File: config.mk
export PLATFORM = sky130hd
export DESIGN_NAME = vga_timing_gen
export DESIGN_NICKNAME = d
export VERILOG_FILES = /design/src/rtl/vga_timing_pkg.sv /design/src/rtl/pixel_clk_en.sv /design/src/rtl/vga_timing_gen.sv
export SDC_FILE = /design/constraint.sdc
export NUM_CORES = 1
export LEC_CHECK = 0
export ABC_AREA = 1
export CORE_MARGIN = 8
export CORE_UTILIZATION = 55
export CTS_CLUSTER_SIZE = 25
export DETAILED_ROUTE_END_ITERATION = 10
export HOLD_SLACK_MARGIN = 0.06
export PLACE_DENSITY = 0.87
export SYNTH_ARGS = -nofsm -noshare
export SYNTH_HDL_FRONTEND = slang
export SYNTH_HIERARCHICAL = 1
export SYNTH_SLANG_ARGS = --single-unit
export TNS_END_PERCENT = 10
File: constraint.sdc
create_clock -name clk -period 3.4 [get_ports clk]
set_input_delay 0.34 -clock clk [delete_from_list [all_inputs] [get_ports clk]]
set_output_delay 0.34 -clock clk [all_outputs]
set_load 0.005 [all_outputs]
File: src/rtl/vga_timing_pkg.sv
// ============================================================================
// Module : vga_timing_pkg
// Brief  : Shared VGA timing constants, total helpers and coordinate types.
// Rev    : 1.0 - initial release
// ============================================================================
`default_nettype none

package vga_timing_pkg;

    localparam int COORD_W      = 10;

    localparam int H_ACTIVE_DEF = 640;
    localparam int H_FP_DEF     = 16;
    localparam int H_SYNC_DEF   = 96;
    localparam int H_BP_DEF     = 48;
    localparam int V_ACTIVE_DEF = 480;
    localparam int V_FP_DEF     = 10;
    localparam int V_SYNC_DEF   = 2;
    localparam int V_BP_DEF     = 33;

    // Coordinate shared with the pixel generator.
    typedef logic [COORD_W-1:0] coord_t;
    // One bit wider so window bounds equal to 1024 stay representable.
    typedef logic [COORD_W:0]   bound_t;

    function automatic int h_total(input int act, input int fp, input int sync, input int bp);
        return act + fp + sync + bp;
    endfunction

    function automatic int v_total(input int act, input int fp, input int sync, input int bp);
        return act + fp + sync + bp;
    endfunction

endpackage

`default_nettype wire

File: src/rtl/pixel_clk_en.sv
// ============================================================================
// Module : pixel_clk_en
// Brief  : Divides the system clock into a per-pixel tick and first-clk flag.
// Rev    : 1.0 - initial release
// ============================================================================
`default_nettype none

module pixel_clk_en #(
    parameter int CLK_DIV = 4
) (
    input  logic clk,
    input  logic rst_n,
    output logic tick_o,
    output logic first_o
);

    // A one-bit counter is kept even for CLK_DIV==1; it then never leaves 0.
    localparam int DIV_W = (CLK_DIV > 1) ? $clog2(CLK_DIV) : 1;
    localparam logic [DIV_W-1:0] c_div_last = DIV_W'(CLK_DIV - 1);

    logic [DIV_W-1:0] div_q;
    logic [DIV_W-1:0] div_d;

    always_comb begin
        div_d = div_q + 1'b1;
        if (div_q == c_div_last) begin
            div_d = '0;
        end
    end

    always_ff @(posedge clk) begin
        if (!rst_n) begin
            div_q <= '0;
        end else begin
            div_q <= div_d;
        end
    end

    assign tick_o  = (div_q == c_div_last);
    assign first_o = (div_q == '0);

endmodule

`default_nettype wire

File: src/rtl/vga_timing_gen.sv
// ============================================================================
// Module : vga_timing_gen
// Brief  : VGA raster counters, sync decode and pixel/line/frame strobes.
// Rev    : 1.0 - initial release
// ============================================================================
`default_nettype none

module vga_timing_gen
    import vga_timing_pkg::*;
#(
    parameter int CLK_DIV  = 4,
    parameter int H_ACTIVE = H_ACTIVE_DEF,
    parameter int H_FP     = H_FP_DEF,
    parameter int H_SYNC   = H_SYNC_DEF,
    parameter int H_BP     = H_BP_DEF,
    parameter int V_ACTIVE = V_ACTIVE_DEF,
    parameter int V_FP     = V_FP_DEF,
    parameter int V_SYNC   = V_SYNC_DEF,
    parameter int V_BP     = V_BP_DEF
) (
    input  logic         clk,
    input  logic         rst_n,
    output logic [9:0]   h_cnt_o,
    output logic [9:0]   v_cnt_o,
    output logic         valid_o,
    output logic         hsync_n_o,
    output logic         vsync_n_o,
    output logic         pix_stb_o,
    output logic         line_start_o,
    output logic         frame_start_o
);

    localparam int c_h_total = h_total(H_ACTIVE, H_FP, H_SYNC, H_BP);
    localparam int c_v_total = v_total(V_ACTIVE, V_FP, V_SYNC, V_BP);

    generate
        if ((c_h_total > 1024) || (c_v_total > 1024) || (CLK_DIV < 1)) begin : g_bad_params
            $error("vga_timing_gen: totals must be <= 1024 and CLK_DIV >= 1");
        end
    endgenerate

    localparam coord_t c_h_last   = coord_t'(c_h_total - 1);
    localparam coord_t c_v_last   = coord_t'(c_v_total - 1);
    localparam bound_t c_h_act    = bound_t'(H_ACTIVE);
    localparam bound_t c_v_act    = bound_t'(V_ACTIVE);
    localparam bound_t c_hs_begin = bound_t'(H_ACTIVE + H_FP);
    localparam bound_t c_hs_end   = bound_t'(H_ACTIVE + H_FP + H_SYNC);
    localparam bound_t c_vs_begin = bound_t'(V_ACTIVE + V_FP);
    localparam bound_t c_vs_end   = bound_t'(V_ACTIVE + V_FP + V_SYNC);

    logic   w_pix_tick;
    logic   w_pix_first;
    coord_t hc_q, hc_d;
    coord_t vc_q, vc_d;
    bound_t w_h_ext, w_v_ext;

    logic   valid_d, hsync_n_d, vsync_n_d, pix_stb_d, line_start_d, frame_start_d;
    coord_t h_cnt_q, v_cnt_q;
    logic   valid_q, hsync_n_q, vsync_n_q, pix_stb_q, line_start_q, frame_start_q;

    pixel_clk_en #(
        .CLK_DIV (CLK_DIV)
    ) u_pixel_clk_en (
        .clk     (clk),
        .rst_n   (rst_n),
        .tick_o  (w_pix_tick),
        .first_o (w_pix_first)
    );

    always_comb begin
        hc_d = hc_q;
        vc_d = vc_q;
        if (w_pix_tick) begin
            if (hc_q == c_h_last) begin
                hc_d = '0;
                vc_d = (vc_q == c_v_last) ? '0 : vc_q + 1'b1;
            end else begin
                hc_d = hc_q + 1'b1;
            end
        end
    end

    always_ff @(posedge clk) begin
        if (!rst_n) begin
            hc_q <= '0;
            vc_q <= '0;
        end else begin
            hc_q <= hc_d;
            vc_q <= vc_d;
        end
    end

    // Decode the pre-edge state so every output lags it by exactly one clk.
    assign w_h_ext = {1'b0, hc_q};
    assign w_v_ext = {1'b0, vc_q};

    always_comb begin
        valid_d       = (w_h_ext < c_h_act) && (w_v_ext < c_v_act);
        hsync_n_d     = !((w_h_ext >= c_hs_begin) && (w_h_ext < c_hs_end));
        vsync_n_d     = !((w_v_ext >= c_vs_begin) && (w_v_ext < c_vs_end));
        pix_stb_d     = w_pix_first;
        line_start_d  = w_pix_first && (hc_q == '0);
        frame_start_d = line_start_d && (vc_q == '0);
    end

    always_ff @(posedge clk) begin
        if (!rst_n) begin
            h_cnt_q       <= '0;
            v_cnt_q       <= '0;
            valid_q       <= 1'b0;
            hsync_n_q     <= 1'b1;
            vsync_n_q     <= 1'b1;
            pix_stb_q     <= 1'b0;
            line_start_q  <= 1'b0;
            frame_start_q <= 1'b0;
        end else begin
            h_cnt_q       <= hc_q;
            v_cnt_q       <= vc_q;
            valid_q       <= valid_d;
            hsync_n_q     <= hsync_n_d;
            vsync_n_q     <= vsync_n_d;
            pix_stb_q     <= pix_stb_d;
            line_start_q  <= line_start_d;
            frame_start_q <= frame_start_d;
        end
    end

    assign h_cnt_o       = h_cnt_q;
    assign v_cnt_o       = v_cnt_q;
    assign valid_o       = valid_q;
    assign hsync_n_o     = hsync_n_q;
    assign vsync_n_o     = vsync_n_q;
    assign pix_stb_o     = pix_stb_q;
    assign line_start_o  = line_start_q;
    assign frame_start_o = frame_start_q;

endmodule

`default_nettype wire
==> results of run 1 <==
worst max path at each step:
stage	from	endpoint	slack [ps]	cells after the start
5_1_grt	u_pixel_clk_en/div_q[0]	hc_q[5]	1560	6
3_5_place_dp	rst_n	frame_start_o	1620	5
3_3_place_gp	rst_n	frame_start_o	1640	5
2_1_floorplan	u_pixel_clk_en/div_q[0]	hc_q[7]	2090	7
4_1_cts	u_pixel_clk_en/div_q[0]	hc_q[7]	1740	6
6_report	u_pixel_clk_en/div_q[0]	hc_q[7]	1710	6
kinds of logic after synthesis:
kind of cell	after synthesis
fa+ha+maj	6
simple gates	131
xor+xnor	6
compound gates	17
buf+inv	62
flops	48
cell type report:
type / count / area, um^2 / share of cell area (%)
clock buffers: 8 / 90.1 / 3.68
flip-flops and latches: 48 / 961 / 39.3
well taps: 48 / 60.1 / 2.45
inverters: 55 / 206 / 8.44
multi-input cells: 160 / 852 / 34.8
repair buffers: 28 / 278 / 11.3
through the flow:
stage | instance area, um^2 | hold slack, ps
detailed placement | 2360 | 456
finish | 2450 | 458
global route | 2450 | 494
CTS | 2450 | 469
floorplan | 2070 | 417
global placement | 2360 | 431
state kept, by name (all words and copies together) (netlist names):
| name | flops |
|---|---|
| h_cnt_o | 10 |
| v_cnt_o | 10 |
| pix_stb_o | 1 |
| vsync_n_o | 1 |
| hc_q | 10 |
| u_pixel_clk_en/div_q | 2 |
| vc_q | 10 |
| line_start_o | 1 |
| hsync_n_o | 1 |
| frame_start_o | 1 |
| valid_o | 1 |
metal layers:
layer | wire length [um] | vias up | GRT usage, % | part of all wire (%)
met2 | 1810 | 50 | 22.6 | 45
met1 | 1780 | 739 | 17.1 | 44
met5 | 0 | - | 0 | 0
li1 | - | 876 | - | -
met3 | 324 | 8 | 5.07 | 8.1
met4 | 91 | 0 | 7.17 | 2.3
worst register-to-register path: cells and delay by family, from the launching register on:
kind | cells | cell delay (ps)
xor gates and xnor gates | 1 | 150
adders and majority gates | 1 | 440
and+or+nand+nor | 3 | 500
DFF | 1 | 360
buffers and inverters | 1 | 180
cells in the final DEF (no fill, tap or decap):
master,instances
clkbuf_8,6
ha_1,6
nor2_2,8
o21ai_2,1
dfxtp_1,48
nand2_1,58
o21ai_0,3
inv_1,49
nor2_1,23
a21oi_1,10
nand3_2,1
nor2_8,1
o21a_1,1
nor3_1,6
nand3b_1,2
nand4_1,9
o21ai_1,1
clkinv_1,1
buf_4,1
nand2_2,4
nand3_1,15
nor3b_1,1
clkdlybuf4s50_1,27
nand2_4,2
clkbuf_1,2
xor2_1,6
inv_2,5
nor3_4,1
o22ai_1,1
power by group through the flow:
stage | clock network (W) | logic, W | registers (W)
after CTS | 0.000348 | 0.0000479 | 0.000576
after global routing | 0.000373 | 0.0000525 | 0.000577
after detailed placement | 0 | 0.0000479 | 0.000589
after floorplan | 0 | 0.0000289 | 0.000589
after global placement | 0 | 0.0000456 | 0.000589
final | 0.000338 | 0.0000477 | 0.000576
==> flow_metrics.tcl, run 1 <==
set metrics [dict create \
    r2r_end "hc_q[7]" \
    switching_share_pct 21.2 \
    die_y_um 77.3 \
    antenna_cells 0 \
    grt_use_total_pct 14.4 \
    drv_cap 0 \
    setup_viol 0 \
    post-route-util_pct 67.4 \
    required_ps 3630 \
    critPathMaxStageDelay_ps 440 \
    nets 306 \
    fillerInstances 286 \
    core_area_um2 3630 \
    cp_cell_sequence "ha_1, inv_2, nor3_4, nand2_1, xor2_1, nor2_1" \
    ff2ff_path_depth 6 \
    relSlewSlack_pct 71.0 \
    dp.cells 339 \
    insertion_delay_ps 300 \
    postSynthAreaPerCell_um2 7.66 \
    synthAdderAreaFrac_pct 3.63 \
    die_area_um2 5980 \
    place_ws_ps 1620 \
    rr_startpoint "u_pixel_clk_en/div_q[0]" \
    numCtsBuffers 5 \
    status "complete, no violations" \
    synth_top_area_cell "dfxtp_1" \
    cpLargestDelayFamily "simple AND/OR/NAND/NOR gates" \
    final_cells 347 \
    pwr-share-clk_pct 35.1 \
    synthMuxAreaShare_pct 0 \
    switchingPower_w 0.000203 \
    grt-ovfl-total 0 \
    total_power_w 0.000961 \
    fp.dieW_um 77.3 \
    synth_common_cells "nand2_1 (58), inv_1 (49), dfxtp_1 (48)" \
    yosys.area_share.simple_pct 30.5 \
    portBuffers 27 \
    hold_start "u_pixel_clk_en/div_q[0]" \
    io-pin-count 28 \
    hp-class "reg -> reg" \
    synthFlopType "dfxtp_1" \
    tightestPinTransition_ps 434 \
    clock_skew_ps 4.13 \
    finalCriticalPeriod_ps 1690 \
    grt_pass1_vias 1568 \
    critPathArrivalTime_ps 1920 \
    antenna_found_initial 0 \
    synth_top_area_share_pct 46.4 \
    cp_max_fo 9 \
    synth_cells 270 \
    rrSetupSlack_ps 1710 \
    synthXorXnorAreaFrac_pct 2.54 \
    seqPwrFrac_pct 59.9 \
    drtIter0Drc 178 \
    cts_hold_buf 0 \
    ir_drop_mv 0.200 \
    dr.pass1.iters 4 \
    root_buffer "clkbuf_8" \
    drive_above_1_share_pct 10.0 \
    min_period_over_period_pct 49.7 \
    drcViolationCount 0 \
    ctsResizeCount 0 \
    synth_top_family_by_area "simple AND/OR/NAND/NOR gates" \
    cts_tree "done" \
    cpMaxStageDelayCell "ha_1" \
    viasPerCell 4.82 \
    combPwrFrac_pct 5.0 \
    hold_viol_final 0 \
    vias 1673 \
    rsz0062_at_grt "false" \
    synth-compound-area-share_pct 4.47 \
    tns_ps 0 \
    yosys_register_bits 48 \
    critPathKind "reg -> reg" \
    synth_area_leaders "dfxtp_1 (46%), nand2_1 (11%), inv_1 (8.9%), nor2_1 (4.2%), ha_1 (3.6%)" \
    cts_max_path_buffers 2 \
    cp-end-kind "flip-flop" \
    hold_end "u_pixel_clk_en/div_q[0]" \
    path_clk_slew_ps 80 \
    yosysMostFrequentCell "nand2_1" \
    dp_hpwl_um 2920 \
    finalWirelength_um 4000 \
    ys_seq_area_share_pct 46.4 \
    grt_max_degree 25 \
    syn_to_final_growth_pct 18.3 \
    synth_cell_types 30 \
    power_leakage_nw 1.16 \
    wl_per_cell_um 11.5 \
    power_density_nw_per_um2 393 \
    postCtsSetupBuffers 0 \
    start_kind "flip-flop" \
    syn_area_um2 2070 \
    syn-num-nets 278 \
    slew_violations 0 \
    worst_slack_ps 1710 \
    num_rows 22 \
    synth-edff-count 0 \
    clkSinkCount 48 \
    holdPathStages 1 \
    intPower_w 0.000757 \
    ys_warn_count 6 \
    max_clock_freq_mhz 592 \
    cts.htree.levels 2 \
    ant_nets 0 \
    place_congestion 0.899 \
    path_buf_inv 1 \
    grt_pass1_wl_um 7130 \
    start_util_pct 57.0 \
    async_flop_share_pct 0 \
]
Power figures use the tool's default switching activity.
==> inputs of run 2 (changes only) <==
CORE_UTILIZATION = 54   (was 55)
PLACE_DENSITY = 0.86   (was 0.87)
clock period = 1.8 ns   (was 3.4 ns; I/O delays follow)
==> run 2 against run 1 <==
Compared with the run above: first-iteration DRC count fell by 15%; utilization fell by 0.096 points; fmax rose by 14%; clock skew rose by 2.9 ps; non-clock buffer count rose by 2; via count fell by 0.30%; hold slack got worse by 9.1 ps.
==> flow_metrics.tcl, run 2 (same netlist as run 1, synthesis figures left out) <==
set metrics [dict create \
    status "complete, no violations" \
    num_rows 22 \
    drv_cap 0 \
    syn_to_final_growth_pct 19.0 \
    cts.htree.levels 2 \
    critPathArrivalTime_ps 1670 \
    dr.pass1.iters 4 \
    fillerInstances 299 \
    switching_share_pct 21.4 \
    power_leakage_nw 1.17 \
    pwr-share-clk_pct 35.3 \
    intPower_w 0.00143 \
    io-pin-count 28 \
    relSlewSlack_pct 76.4 \
    grt_pass1_wl_um 7070 \
    ir_drop_mv 0.391 \
    drive_above_1_share_pct 10.6 \
    postCtsSetupBuffers 0 \
    viasPerCell 4.78 \
    cts_tree "done" \
    hold_start "hc_q[6]" \
    start_util_pct 56.5 \
    wl_per_cell_um 11.4 \
    seqPwrFrac_pct 59.6 \
    startpoint "u_pixel_clk_en/div_q[0]" \
    place_ws_ps 334 \
    tightestPinTransition_ps 352 \
    ctsResizeCount 0 \
    path_clk_slew_ps 80 \
    hp-class "reg -> reg" \
    cts_max_path_buffers 2 \
    dpl_cell_area_um2 2370 \
    fp.dieW_um 77.9 \
    finalCriticalPeriod_ps 1480 \
    nets 308 \
    combPwrFrac_pct 5.1 \
    required_ps 2000 \
    portBuffers 27 \
    cp_max_fo 5 \
    rr_startpoint "u_pixel_clk_en/div_q[0]" \
    setup_viol 0 \
    start_kind "flip-flop" \
    power_density_nw_per_um2 741 \
    vias 1668 \
    fin_area_um2 2460 \
    finalWirelength_um 3990 \
    drtIter0Drc 151 \
    die_area_um2 6070 \
    grt_max_degree 21 \
    clkSinkCount 48 \
    layout_commonest_cell "nand2_1" \
    root_buffer "clkbuf_8" \
    min_period_over_period_pct 82.1 \
    cts_hold_buf 0 \
    critPathKind "reg -> reg" \
    rsz0062_at_grt "false" \
    cp-end-kind "flip-flop" \
    core_area_um2 3660 \
    hold_viol_final 0 \
    switchingPower_w 0.000390 \
    grt_use_total_pct 14.1 \
    antenna_found_initial 0 \
    slew_violations 0 \
    worst_slack_ps 323 \
    insertion_delay_ps 300 \
    antenna_cells 0 \
    die_y_um 77.9 \
    dp_hpwl_um 2950 \
    hold_ws_ps 449 \
    total_power_w 0.00182 \
    max_clock_freq_mhz 677 \
    clock_skew_ps 7.04 \
    numCtsBuffers 5 \
    ant_nets 0 \
    final_cell_mix "nand2_1 (58), inv_1 (49), dfxtp_1 (48), clkdlybuf4s50_1 (27), nor2_1 (23)" \
    place_congestion 0.852 \
    drcViolationCount 0 \
    tns_ps 0 \
    grt-ovfl-total 0 \
    grt_pass1_vias 1550 \
]
==> run 2: path summary, 6_finish.rpt <==
check / depth (start not counted) / slack, ps / endpoint
min reg2reg: 2 / 450 / h_cnt_o[6]
min: 2 / 450 / h_cnt_o[6]
max reg2reg: 6 / 320 / hc_q[5]
max: 6 / 320 / hc_q[5]
==> run 2: critical path, cell delays in order (launching register included) <==
cell	delay, ps
dfxtp_1	360
ha_1	240
inv_2	110
nor3_4	300
nand2_1	100
xor2_1	200
nor2_1	60
==> run 2: final cells by class <==
class | count | area, um^2 | share of cell area [%]
inverter | 55 | 206 | 8.38
clock buffer | 8 | 90.1 | 3.66
sequential | 48 | 961 | 39.0
timing repair buffer | 30 | 293 | 11.9
multi-input combinational | 160 | 852 | 34.6
tap | 48 | 60.1 | 2.44
==> run 2: power by group through the flow <==
stage | sequential [W] | combinational [W] | clock (W)
finish | 0.00109 | 0.0000926 | 0.000644
CTS | 0.00109 | 0.0000940 | 0.000666
floorplan | 0.00111 | 0.0000547 | 0
detailed placement | 0.00111 | 0.0000937 | 0
global route | 0.00109 | 0.000107 | 0.000707
global placement | 0.00111 | 0.0000926 | 0
==> run 2: metal layers <==
| metal | track usage, % | share of wire, % | vias up |
|---|---|---|---|
| li1 | - | - | 878 |
| met1 | 17.4 | 46 | 728 |
| met2 | 21.1 | 45 | 53 |
| met3 | 5.41 | 7.3 | 9 |
| met4 | 7.04 | 2.0 | 0 |
| met5 | 0 | 0 | - |
==> run 2: through the flow <==
step	std cells	utilization (%)
2_1_floorplan	270	-
3_3_place_gp	341	64.8
3_5_place_dp	341	64.8
4_1_cts	349	67.3
5_1_grt	349	67.3
6_report	349	67.3
==> inputs of run 3 (changes only) <==
CORE_UTILIZATION = 48   (was 54)
PLACE_DENSITY = 0.81   (was 0.86)
clock period = 1.3 ns   (was 1.8 ns; I/O delays follow)
==> run 3 against run 2 <==
Compared with the run above: the run now ends with setup timing left; largest cell class is now multi-input gates; highest routed layer unchanged; hold slack gained 3.6 ps; total power grew 41%; critical path depth grew 3; critical path type unchanged; clock-buffer cell count shrank 2; register-to-register slack lost 420 ps; critical endpoint is now vc_q[3]; design area grew 21%; sequential power grew 38%; final cell count grew 13%; wire length grew 40%; via count grew 20%; clock power grew 31%.
==> flow_metrics.tcl, run 3 (same netlist as run 1, synthesis figures left out) <==
set metrics [dict create \
    final_cells 393 \
    clock_skew_ps 5.91 \
    cts_tree "done" \
    die_y_um 81.7 \
    place_ws_ps -136 \
    viasPerCell 5.09 \
    finalCriticalPeriod_ps 1400 \
    core_area_um2 4260 \
    syn_to_final_growth_pct 43.5 \
    worst_slack_ps -96.1 \
    ant_nets 0 \
    cp-end-kind "flip-flop" \
    holdPathStages 2 \
    place_congestion 0.879 \
    vias 2001 \
    drv_cap 0 \
    antenna_found_initial 0 \
    rsz0062_at_grt "true" \
    ff2ff_path_depth 9 \
    ir_drop_mv 0.574 \
    required_ps 1500 \
    wl_per_cell_um 14.2 \
    nets 349 \
    grt-ovfl-total 0 \
    violations "setup timing" \
    portBuffers 27 \
    dp_hpwl_um 3360 \
    max_clock_freq_mhz 716 \
    grt_use_total_pct 15.6 \
    final_cell_mix "nand2_1 (54), inv_1 (44), buf_4 (40), dfxtp_1 (35), clkdlybuf4s50_1 (27)" \
    fillerInstances 318 \
    drive_above_1_share_pct 32.6 \
    tightestPinTransition_ps 315 \
    layout_commonest_cell "nand2_1" \
    insertion_delay_ps 300 \
    hp-class "reg -> reg" \
    status "finished, violations left" \
    finalWirelength_um 5590 \
    critPathArrivalTime_ps 1590 \
    grt_max_degree 24 \
    power_leakage_nw 1.39 \
    dp.cells 375 \
    relSlewSlack_pct 78.8 \
    drcViolationCount 0 \
    antenna_cells 0 \
    num_rows 24 \
    hold_viol_final 0 \
    io-pin-count 28 \
    cts_max_path_buffers 2 \
    start_kind "flip-flop" \
    path_clk_slew_ps 80 \
    slew_violations 0 \
    root_buffer "clkbuf_8" \
    cp_max_fo 5 \
    setup_viol 7 \
    grt_pass1_vias 1783 \
    min_period_over_period_pct 107 \
    numCtsBuffers 5 \
    clkSinkCount 48 \
    dr.pass1.iters 5 \
    fp.dieW_um 81.7 \
    grt_pass1_wl_um 8090 \
    die_area_um2 6670 \
    cts.htree.levels 2 \
    power_density_nw_per_um2 866 \
    critPathKind "reg -> reg" \
    start_util_pct 48.5 \
    drtIter0Drc 168 \
]
-- run 3: cell types whose count changed in the layout (fill, tap and decap cells not counted), moves of 4 or more --
cell / before / now
buf_4: 3 / 40
dfxtp_1: 48 / 35
dfxtp_2: 0 / 10
ha_1: 6 / 1
ha_4: 0 / 5
inv_1: 49 / 44
inv_2: 5 / 9
nand2_1: 58 / 54
nand2_2: 4 / 8
nor2_1: 23 / 18
nor2_4: 0 / 5
-- run 3: critical path, stage by stage (launching register included) --
cell,delay [ps]
dfxtp_4,380
inv_2,90
ha_4,160
nand3_1,120
nor2_2,160
nand2_2,100
nand3b_1,120
nand2_2,50
nand2_1,60
inv_1,40
-- run 3: path summary, 6_finish.rpt --
check                           slack (ps)     from         end
worst min register to register         450  hc_q[6]  h_cnt_o[6]
worst min-delay path                   450  hc_q[6]  h_cnt_o[6]
worst max-delay path                  -100  vc_q[1]     vc_q[3]
worst max register to register        -100  vc_q[1]     vc_q[3]
-- run 3: area by class of cell --
class / count / area [um^2] / share of cell area, %
sequential: 48 / 985 / 33.2
multi-input combinational: 162 / 1030 / 34.8
inverter: 55 / 209 / 7.03
clock buffer: 6 / 72.6 / 2.44
timing repair buffer: 69 / 602 / 20.3
clock inverter: 1 / 5.00 / 0.168
tap: 52 / 65.1 / 2.19
-- run 3: per-layer routing --
layer	GRT usage (%)	up-vias	routed length (um)
met5	0	-	0
met4	8.60	0	180
met3	2.95	16	322
met2	27.0	85	2890
met1	17.7	938	2200
li1	-	962	-
-- run 3: where the power goes --
group / internal (W) / total, W / leakage [nW] / switching [W]
logic: 0.000117 / 0.000225 / 0.957 / 0.000108
clock network: 0.000367 / 0.000845 / 0.0410 / 0.000479
registers: 0.00149 / 0.00150 / 0.396 / 0.0000144
total: 0.00197 / 0.00257 / 1.39 / 0.000601
-- run 3: per-stage QoR --
step | TNS, ps | hold WS (ps) | cell area (um^2) | power, W | util (%)
global placement | -185 | 437 | 2620 | 0.00170 | 61.3
global route | -1200 | 487 | 2970 | 0.00266 | 69.7
CTS | -15.5 | 459 | 2810 | 0.00257 | 66.0
finish | -306 | 452 | 2970 | 0.00257 | 69.7
floorplan | 0 | 246 | 2070 | 0.00162 | -
detailed placement | -546 | 436 | 2620 | 0.00171 | 61.3
-- run 3: timing repair --
action                                  CTS  global route
buffers inserted                          4             5
hold buffers                              0             0
pin swaps                                11            14
gates resized for setup                  23            35
gates cloned                              2             0
endpoints found under the setup margin   13            18
